### src/rtl/rv_bp_pkg.sv
// Shared branch-predictor types: 2-bit counter encodings and the BTB entry layout.
// The tag field is sized for the smallest legal table, so narrower tags are zero-extended.
package rv_bp_pkg;

  localparam int BP_XLEN    = 32;
  localparam int BP_TAG_MAX = BP_XLEN - 3;

  typedef enum logic [1:0] {
    SNT = 2'b00,
    WNT = 2'b01,
    WT  = 2'b10,
    ST  = 2'b11
  } ctr_t;

  localparam ctr_t CTR_RESET = WNT;
  localparam ctr_t CTR_ALLOC = WT;

  typedef struct packed {
    logic                  valid;
    logic                  jump;
    ctr_t                  ctr;
    logic [BP_TAG_MAX-1:0] tag;
    logic [BP_XLEN-1:0]    target;
  } btb_entry_t;

endpackage

### src/rtl/branch_predict_btb_sat_ctr2.sv
// Combinational next state of a 2-bit saturating counter; force_st pins it to strongly-taken.
module sat_ctr2
  import rv_bp_pkg::*;
(
  input  ctr_t ctr,
  input  logic taken,
  input  logic force_st,
  output ctr_t nxt
);

  always_comb begin
    nxt = ctr;
    if (force_st)
      nxt = ST;
    else if (taken)
      nxt = (ctr == ST) ? ST : ctr_t'(ctr + 2'd1);
    else
      nxt = (ctr == SNT) ? SNT : ctr_t'(ctr - 2'd1);
  end

endmodule

### src/rtl/branch_predict_btb.sv
// Direct-mapped BTB with 2-bit counters: zero-latency IF lookup, EX resolution and writeback,
// plus saturating branch/mispredict statistics.
module branch_predict_btb
  import rv_bp_pkg::*;
#(
  parameter int XLEN    = BP_XLEN,
  parameter int ENTRIES = 16,
  parameter int CNT_W   = 16
) (
  input  logic             clk,
  input  logic             reset,
  input  logic [XLEN-1:0]  if_pc,
  output logic             pred_taken,
  output logic [XLEN-1:0]  pred_target,
  input  logic             ex_valid,
  input  logic             ex_is_jump,
  input  logic [XLEN-1:0]  ex_pc,
  input  logic             ex_taken,
  input  logic [XLEN-1:0]  ex_target,
  input  logic             ex_pred_taken,
  input  logic [XLEN-1:0]  ex_pred_target,
  output logic             mispredict,
  output logic [XLEN-1:0]  redirect_pc,
  output logic [CNT_W-1:0] branch_cnt,
  output logic [CNT_W-1:0] mispred_cnt
);

  localparam int IDX_W = $clog2(ENTRIES);
  localparam int TAG_W = XLEN - IDX_W - 2;

  btb_entry_t btb [ENTRIES];

  logic [IDX_W-1:0] if_idx, ex_idx;
  btb_entry_t       if_ent, ex_ent;
  logic             if_hit, ex_hit;
  ctr_t             ex_ctr_nxt;

  function automatic logic [BP_TAG_MAX-1:0] tag_of(input logic [XLEN-1:0] pc);
    return BP_TAG_MAX'(pc[XLEN-1:XLEN-TAG_W]);
  endfunction

  assign if_idx = if_pc[IDX_W+1:2];
  assign ex_idx = ex_pc[IDX_W+1:2];
  assign if_ent = btb[if_idx];
  assign ex_ent = btb[ex_idx];
  assign if_hit = if_ent.valid && (if_ent.tag == tag_of(if_pc));
  assign ex_hit = ex_ent.valid && (ex_ent.tag == tag_of(ex_pc));

  // A JAL entry predicts taken regardless of its counter.
  assign pred_taken  = if_hit && (if_ent.ctr[1] || if_ent.jump);
  assign pred_target = pred_taken ? if_ent.target : if_pc + XLEN'(4);

  assign mispredict  = ex_valid &&
                       ((ex_pred_taken != ex_taken) ||
                        (ex_taken && ex_pred_taken && (ex_pred_target != ex_target)));
  assign redirect_pc = ex_taken ? ex_target : ex_pc + XLEN'(4);

  sat_ctr2 u_sat_ctr2 (
    .ctr      (ex_ent.ctr),
    .taken    (ex_taken),
    .force_st (ex_is_jump),
    .nxt      (ex_ctr_nxt)
  );

  always_ff @(posedge clk or posedge reset) begin
    if (reset) begin
      for (int i = 0; i < ENTRIES; i++) begin
        btb[i] <= '{valid: 1'b0, jump: 1'b0, ctr: CTR_RESET, tag: '0, target: '0};
      end
      branch_cnt  <= '0;
      mispred_cnt <= '0;
    end else begin
      if (ex_valid) begin
        if (ex_is_jump) begin
          btb[ex_idx] <= '{valid: 1'b1, jump: 1'b1, ctr: ex_ctr_nxt,
                           tag: tag_of(ex_pc), target: ex_target};
        end else if (ex_hit) begin
          btb[ex_idx].ctr <= ex_ctr_nxt;
          if (ex_taken) btb[ex_idx].target <= ex_target;
        end else if (ex_taken) begin
          // Miss on a taken branch: the newer branch evicts whatever aliased here.
          btb[ex_idx] <= '{valid: 1'b1, jump: 1'b0, ctr: CTR_ALLOC,
                           tag: tag_of(ex_pc), target: ex_target};
        end
      end
      if (ex_valid && !(&branch_cnt))   branch_cnt  <= branch_cnt + CNT_W'(1);
      if (mispredict && !(&mispred_cnt)) mispred_cnt <= mispred_cnt + CNT_W'(1);
    end
  end

endmodule

### config.mk
export PLATFORM = sky130hd
export DESIGN_NAME = branch_predict_btb
export DESIGN_NICKNAME = d
export VERILOG_FILES = /design/src/rtl/rv_bp_pkg.sv /design/src/rtl/branch_predict_btb_sat_ctr2.sv /design/src/rtl/branch_predict_btb.sv
export SDC_FILE = /design/constraint.sdc
export NUM_CORES = 2
export LEC_CHECK = 0
export CAP_MARGIN = 20
export CORE_MARGIN = 5
export CORE_UTILIZATION = 65
export CTS_CLUSTER_SIZE = 40
export DETAILED_ROUTE_END_ITERATION = 8
export GPL_ROUTABILITY_DRIVEN = 0
export GPL_TIMING_DRIVEN = 0
export PLACE_DENSITY = 0.83
export SYNTH_ARGS = -nofsm -noshare
export SYNTH_HDL_FRONTEND = slang
export SYNTH_SLANG_ARGS = --single-unit
### constraint.sdc
create_clock -name clk -period 96.6 [get_ports clk]
set_input_delay 28.98 -clock clk [delete_from_list [all_inputs] [get_ports clk]]
set_output_delay 28.98 -clock clk [all_outputs]
set_load 0.005 [all_outputs]
; ---- Word level (Yosys, flattened, before mapping)
; Cells that the tools add are included.
[word_totals]
wordCells = 142
in_bits = 134
ff_bits = 1072
[classes]
muxes = 26
magnitude_cmp = 3
bitwise_logic = 2
addsub = 6
n_eq_ne = 5
reduce_logical = 18
[ops]
columns = operator, count
row1 = $bwmux W1040, 4
row2 = $mux W1040, 4
row3 = $demux W65 S4, 3
row4 = $bmux W65 S4, 2
row5 = $mux W65, 5
row6 = $mux W32, 3
row7 = $add A32 B3 Y32 const B, 2
row8 = $mux W63, 1
row9 = $eq A29 B26 Y1, 2
row10 = $add A16 B1 Y16 const B, 2
row11 = $ne A32 B32 Y1, 1
row12 = $reduce_and A16 Y1, 2
row13 = $ge A5 B5 Y1 const B, 2
row14 = $not A4 Y5, 2
row15 = $logic_and A1 B1 Y1, 9
row16 = $mux W2, 4
row17 = $lt A5 B1 Y1 const B, 1
row18 = $reduce_bool A3 Y1, 1
row19 = $add A2 B1 Y2 const B, 1
row20 = $eq A2 B2 Y1 const B, 1
row21 = $logic_not A1 Y1, 2
row22 = $logic_not A2 Y1, 1
row23 = $logic_or A1 B1 Y1, 2
row24 = $reduce_and A2 Y1, 1
row25 = other kinds (2), 2

; ---- Logic depth before layout (Yosys ltp)
[depth]
word_depth = 13
ltp_mapped = 17
depth_no_buf = 10

; ---- By module
; A second synthesis with hierarchy kept.
[unflattened]
cells_unflattened = 4067
area_unflattened_um2 = 54328.4
[by_module_without_submodules]
columns = mod, instances, area_each_um2, seq_area_each_um2, cells_each
row1 = branch_predict_btb, 1, 54292.1, 26845.7, 4060
row2 = sat_ctr2, 1, 36.3, 0.0, 7

; ---- Least setup slack after synthesis
; Ideal clock, no wire load.
[synth_timing]
path_kind = input to output
from = input port if_pc[2]
to = output port pred_target[0]
required_ns = 67.620
setup_slack_ns = 35.404
t_arrival_ns = 32.216
n_path_buf = 9
stages = 12
path_cell_list = clkbuf_2 > buf_4 > buf_2 > buf_4 > buf_4 > buf_4 > buf_2 > buf_1 > buf_2 > mux4_2 > mux4_2 > mux2_2
[synth_via]
elab_chain_cells = 8
[synth_rtl]
columns = item, line
row1 = start: declaration, branch_predict_btb.sv:12  ; input logic [XLEN-1:0] if_pc,
row2 = $not A4 Y5 (not written as such) (*), branch_predict_btb.sv:44  ; assign if_ent = btb[if_idx];
row3 = $bmux W65 S4 (*), branch_predict_btb.sv:44
row4 = $mux W65 (not written as such) (*) (2 in a row), branch_predict_btb.sv:44
row5 = $eq A29 B26 Y1, branch_predict_btb.sv:46  ; assign if_hit = if_ent.valid && (if_ent.tag == tag_of(if_pc));
row6 = $logic_and A1 B1 Y1, branch_predict_btb.sv:46
row7 = $logic_and A1 B1 Y1, branch_predict_btb.sv:50  ; assign pred_taken = if_hit && (if_ent.ctr[1] || if_ent.jump);
row8 = $mux W32 (*), branch_predict_btb.sv:51  ; assign pred_target = pred_taken ? if_ent.target : if_pc + XLEN'(4);
row9 = end: declaration, branch_predict_btb.sv:14  ; output logic [XLEN-1:0] pred_target,
; Every way passes the cells marked *; elsewhere a longest branch is shown, timed or not. The select of a mux whose other input is x is not followed.

; ---- Worst setup path after layout
[layout_timing]
from = input port if_pc[3]
to = output port pred_target[19]
[layout_via]
elab_chain_cells = 8
[layout_rtl]
columns = item, line
row1 = $not A4 Y5 (not written as such), branch_predict_btb.sv:44
row2 = $bmux W65 S4, branch_predict_btb.sv:44
row3 = $mux W65 (not written as such) (2 in a row), branch_predict_btb.sv:44
row4 = $eq A29 B26 Y1, branch_predict_btb.sv:46
row5 = $logic_and A1 B1 Y1, branch_predict_btb.sv:46
row6 = $logic_and A1 B1 Y1, branch_predict_btb.sv:50
row7 = $mux W32 (*), branch_predict_btb.sv:51
; Marks and branches as above.

==> results.py <==
metrics = {
    "clocking": {
        "cts.clk_slew.worst_paths_ns": 0.06,
        "worstSkewPairLatency_ns": 0.70,
        "numCtsBuffers": 112,
        "cts.repair.resized": 0,
        "htree_levels": 3,
        "ctsHoldBuffers": 0,
        "cts_sinks": 1072,
        "cts_tree": "done",
        "cts.path.max_buffers": 3,
        "ctsRootBufferMaster": "clkbuf_16",
        "post_cts_buffers": 0,
    },
    "setup_path": {
        "timing.rr.end": "btb[494]$_DFFE_PP0P_",
        "cp_slowest_cell": "clkbuf_1",
        "cp_max_fo": 11,
        "critical_path_buf_inv_count": 9,
        "rr_startpoint": "btb[119]$_DFFE_PP0P_",
        "crit_cells": 12,
        "cp_common_cell": "clkbuf_1",
        "rr_worst_depth": 12,
        "critPathLaunch": "if_pc[3]",
        "worst_ep_arrival_time_ns": 36.53,
        "critPathTopFamily": "buffers and inverters",
        "crit_chain": "clkdlybuf4s50_1, buf_2, clkbuf_1, clkbuf_1, buf_2, buf_2, clkbuf_1, clkbuf_1, mux4_2, mux4_2, mux2_2, clkdlybuf4s50_1",
        "startpoint_type": "primary input",
        "critPathCaptureType": "output pin",
        "cp-endpoint": "pred_target[19]",
        "slowest_delay_ns": 0.89,
        "required_ns": 67.62,
        "reg2reg_slack_ns": 91.35,
        "critPathKind": "in -> out",
    },
    "routing": {
        "routed_wl_mm": 180.8,
        "vias": 37832,
        "drtIter0Drc": 5150,
        "ant_nets": 0,
        "wl_per_cell_um": 34.54,
        "first_pass_iters": 7,
        "drc_errors": 0,
        "vias_per_cell": 7.227,
    },
    "placed_design": {
        "dp_cells": 5012,
        "portBuffers": 190,
        "place_hpwl_mm": 126.0,
    },
    "floorplan": {
        "core-area_um2": 83420,
        "fp.dieH_um": 299.4,
        "dieArea_um2": 89650,
        "start_util_pct": 65.27,
        "pin_count": 232,
        "rows": 106,
        "die_w_um": 299.4,
    },
    "synthesis": {
        "postSynthCellCount": 3728,
        "syn_nets": 3870,
        "ys_seq_area_share_pct": 49.31,
        "ys_ff_latch": 1072,
        "synthFlopType": "dfrtp_1",
        "ys_types": 64,
        "yosysWarnings": 0,
        "synthesis.area_um2": 54450,
        "syn_area_per_cell_um2": 14.60,
        "synth_edf_count": 0,
        "synth-async-reset-ratio_pct": 100.0,
    },
    "timing": {
        "rsz0062_at_grt": "false",
        "setup_violations": 0,
        "fmax_mhz": 15.27,
        "finClkSkew_ns": 0.02679,
        "setup_tns_ns": 0,
        "slew_violations": 0,
        "slew_headroom_pct": 17.17,
        "hold_viol_final": 0,
        "fin_crit_ns": 65.51,
        "hold_ws_ns": 0.4615,
        "fin_crit_sh_pct": 67.81,
        "tightest_slew_ns": 1.242,
    },
    "pwr": {
        "p_switching_uw": 392.8,
        "combPwrFrac_pct": 21.7,
        "ir_worst_vdd_v": 0.00001636,
        "p_clk_share_pct": 33.7,
        "internal-power_uw": 1001,
        "pwr-share-seq_pct": 44.6,
        "sw_frac_of_total_pct": 28.18,
        "power.density_nw_per_um2": 22.41,
        "p_leak_uw": 0.02629,
    },
    "global_route": {
        "antenna_found_initial": 6,
        "grtUsageTotal_pct": 40.25,
        "grt_pass1_wl_mm": 264.0,
        "grt_max_degree": 130,
        "first_global_vias": 39102,
        "overflow": 0,
    },
    "run_status": {
        "status": "finished clean",
    },
    "layout": {
        "stdcell_count": 5235,
        "syn_to_final_growth_pct": 14.24,
        "layout_common_cells": "dfrtp_1, mux2_2, mux4_2",
        "final_common_cell": "dfrtp_1",
        "drive_gt1_share_pct": 39.95,
        "final_nets": 4199,
    },
    "min_path": {
        "worst_hold_path_type": "reg -> reg",
    },
    "job": {
        "maxCapViolations": 0,
    },
}
==> worst min-delay path by stage <==
stage | start | to | slack, ns | cells past startpoint
2_1_floorplan | btb[779]$_DFFE_PP0P_ | btb[779]$_DFFE_PP0P_ | 0.43 | 1
3_3_place_gp | btb[194]$_DFFE_PP0P_ | btb[194]$_DFFE_PP0P_ | 0.44 | 1
3_5_place_dp | btb[194]$_DFFE_PP0P_ | btb[194]$_DFFE_PP0P_ | 0.44 | 1
4_1_cts | btb[194]$_DFFE_PP0P_ | btb[194]$_DFFE_PP0P_ | 0.46 | 1
5_1_grt | btb[649]$_DFFE_PP0P_ | btb[649]$_DFFE_PP0P_ | 0.47 | 1
6_report | btb[194]$_DFFE_PP0P_ | btb[194]$_DFFE_PP0P_ | 0.46 | 1
==> Yosys cell counts, types with 47 or more instances <==
library cell / count / area share [%]
mux2_1: 122 / 2.5
xor2_1: 72 / 1.2
mux2_2: 901 / 19
xnor2_1: 116 / 1.9
nand3_1: 47 / 0.43
clkbuf_1: 205 / 1.4
nand2_1: 94 / 0.65
mux4_2: 367 / 15
dfrtp_1: 1056 / 49
nor2b_1: 56 / 0.64
nor2_1: 96 / 0.66
buf_2: 90 / 0.83
mux2i_1: 95 / 1.7
==> layout make-up <==
type,instances,area (µm²)
sequential,1072,26850
multi-input combinational,2280,25900
fill,5038,21220
clock buffer,158,3286
timing repair buffer,215,2371
buffer,356,1632
tap,1080,1351
clock inverter,47,718.2
inverter,20,82.58
antenna,7,17.52
==> per-stage QoR <==
step | power [µW] | area [µm²] | utilization, % | setup slack, ns
after floorplan | 816.3 | 54450 | - | 35.40
after global placement | 901.0 | 57700 | 69.17 | 25.87
after detailed placement | 915.9 | 58030 | 69.56 | 31.55
after CTS | 1381 | 62030 | 74.36 | 31.53
after global routing | 1435 | 62180 | 74.54 | 31.23
final | 1394 | 62200 | 74.56 | 31.09
==> power by group through the flow <==
stage	clock network, µW	registers [µW]	logic [µW]
floorplan	0	603	213
detailed placement	0	623	292
finish	469	622	303
global route	487	631	318
global placement	0	620	281
CTS	467	618	296
==> cells by family after synthesis <==
kind of cell,Yosys count,synth area share [%]
mux,1485,38.08
flops,1072,49.31
simple gates,439,4.130
buf+inv,376,3.132
xor+xnor,188,3.024
compound gates,158,2.103
fa+ha+maj,10,0.2206
==> state kept, by name, indices dropped and copies added, names as in the netlist <==
register     flops
btb           1040
branch_cnt      16
mispred_cnt     16
==> worst reg2reg max path, cell delays in order, from the launching register on <==
cell and delay [ns]:
dfrtp_1 0.40, mux4_2 0.47, mux2i_1 0.18, xor2_1 0.50, nand2_1 0.11, nor4_1 0.74, a31o_2 0.30, nand4_1 0.19
o31a_1 0.43, buf_4 0.24, nor3_2 0.52, buf_2 0.63, mux2_2 0.43
==> metal layers <==
metal / wire length, µm / vias up / GRT usage [%]
met1: 65290 / 19601 / 53.76
met5: 94 / - / 0.05411
met3: 26430 / 803 / 17.17
li1: - / 14509 / -
met4: 12710 / 12 / 22.29
met2: 76270 / 2907 / 56.13
No activity file was read; power rests on OpenSTA's default activity.
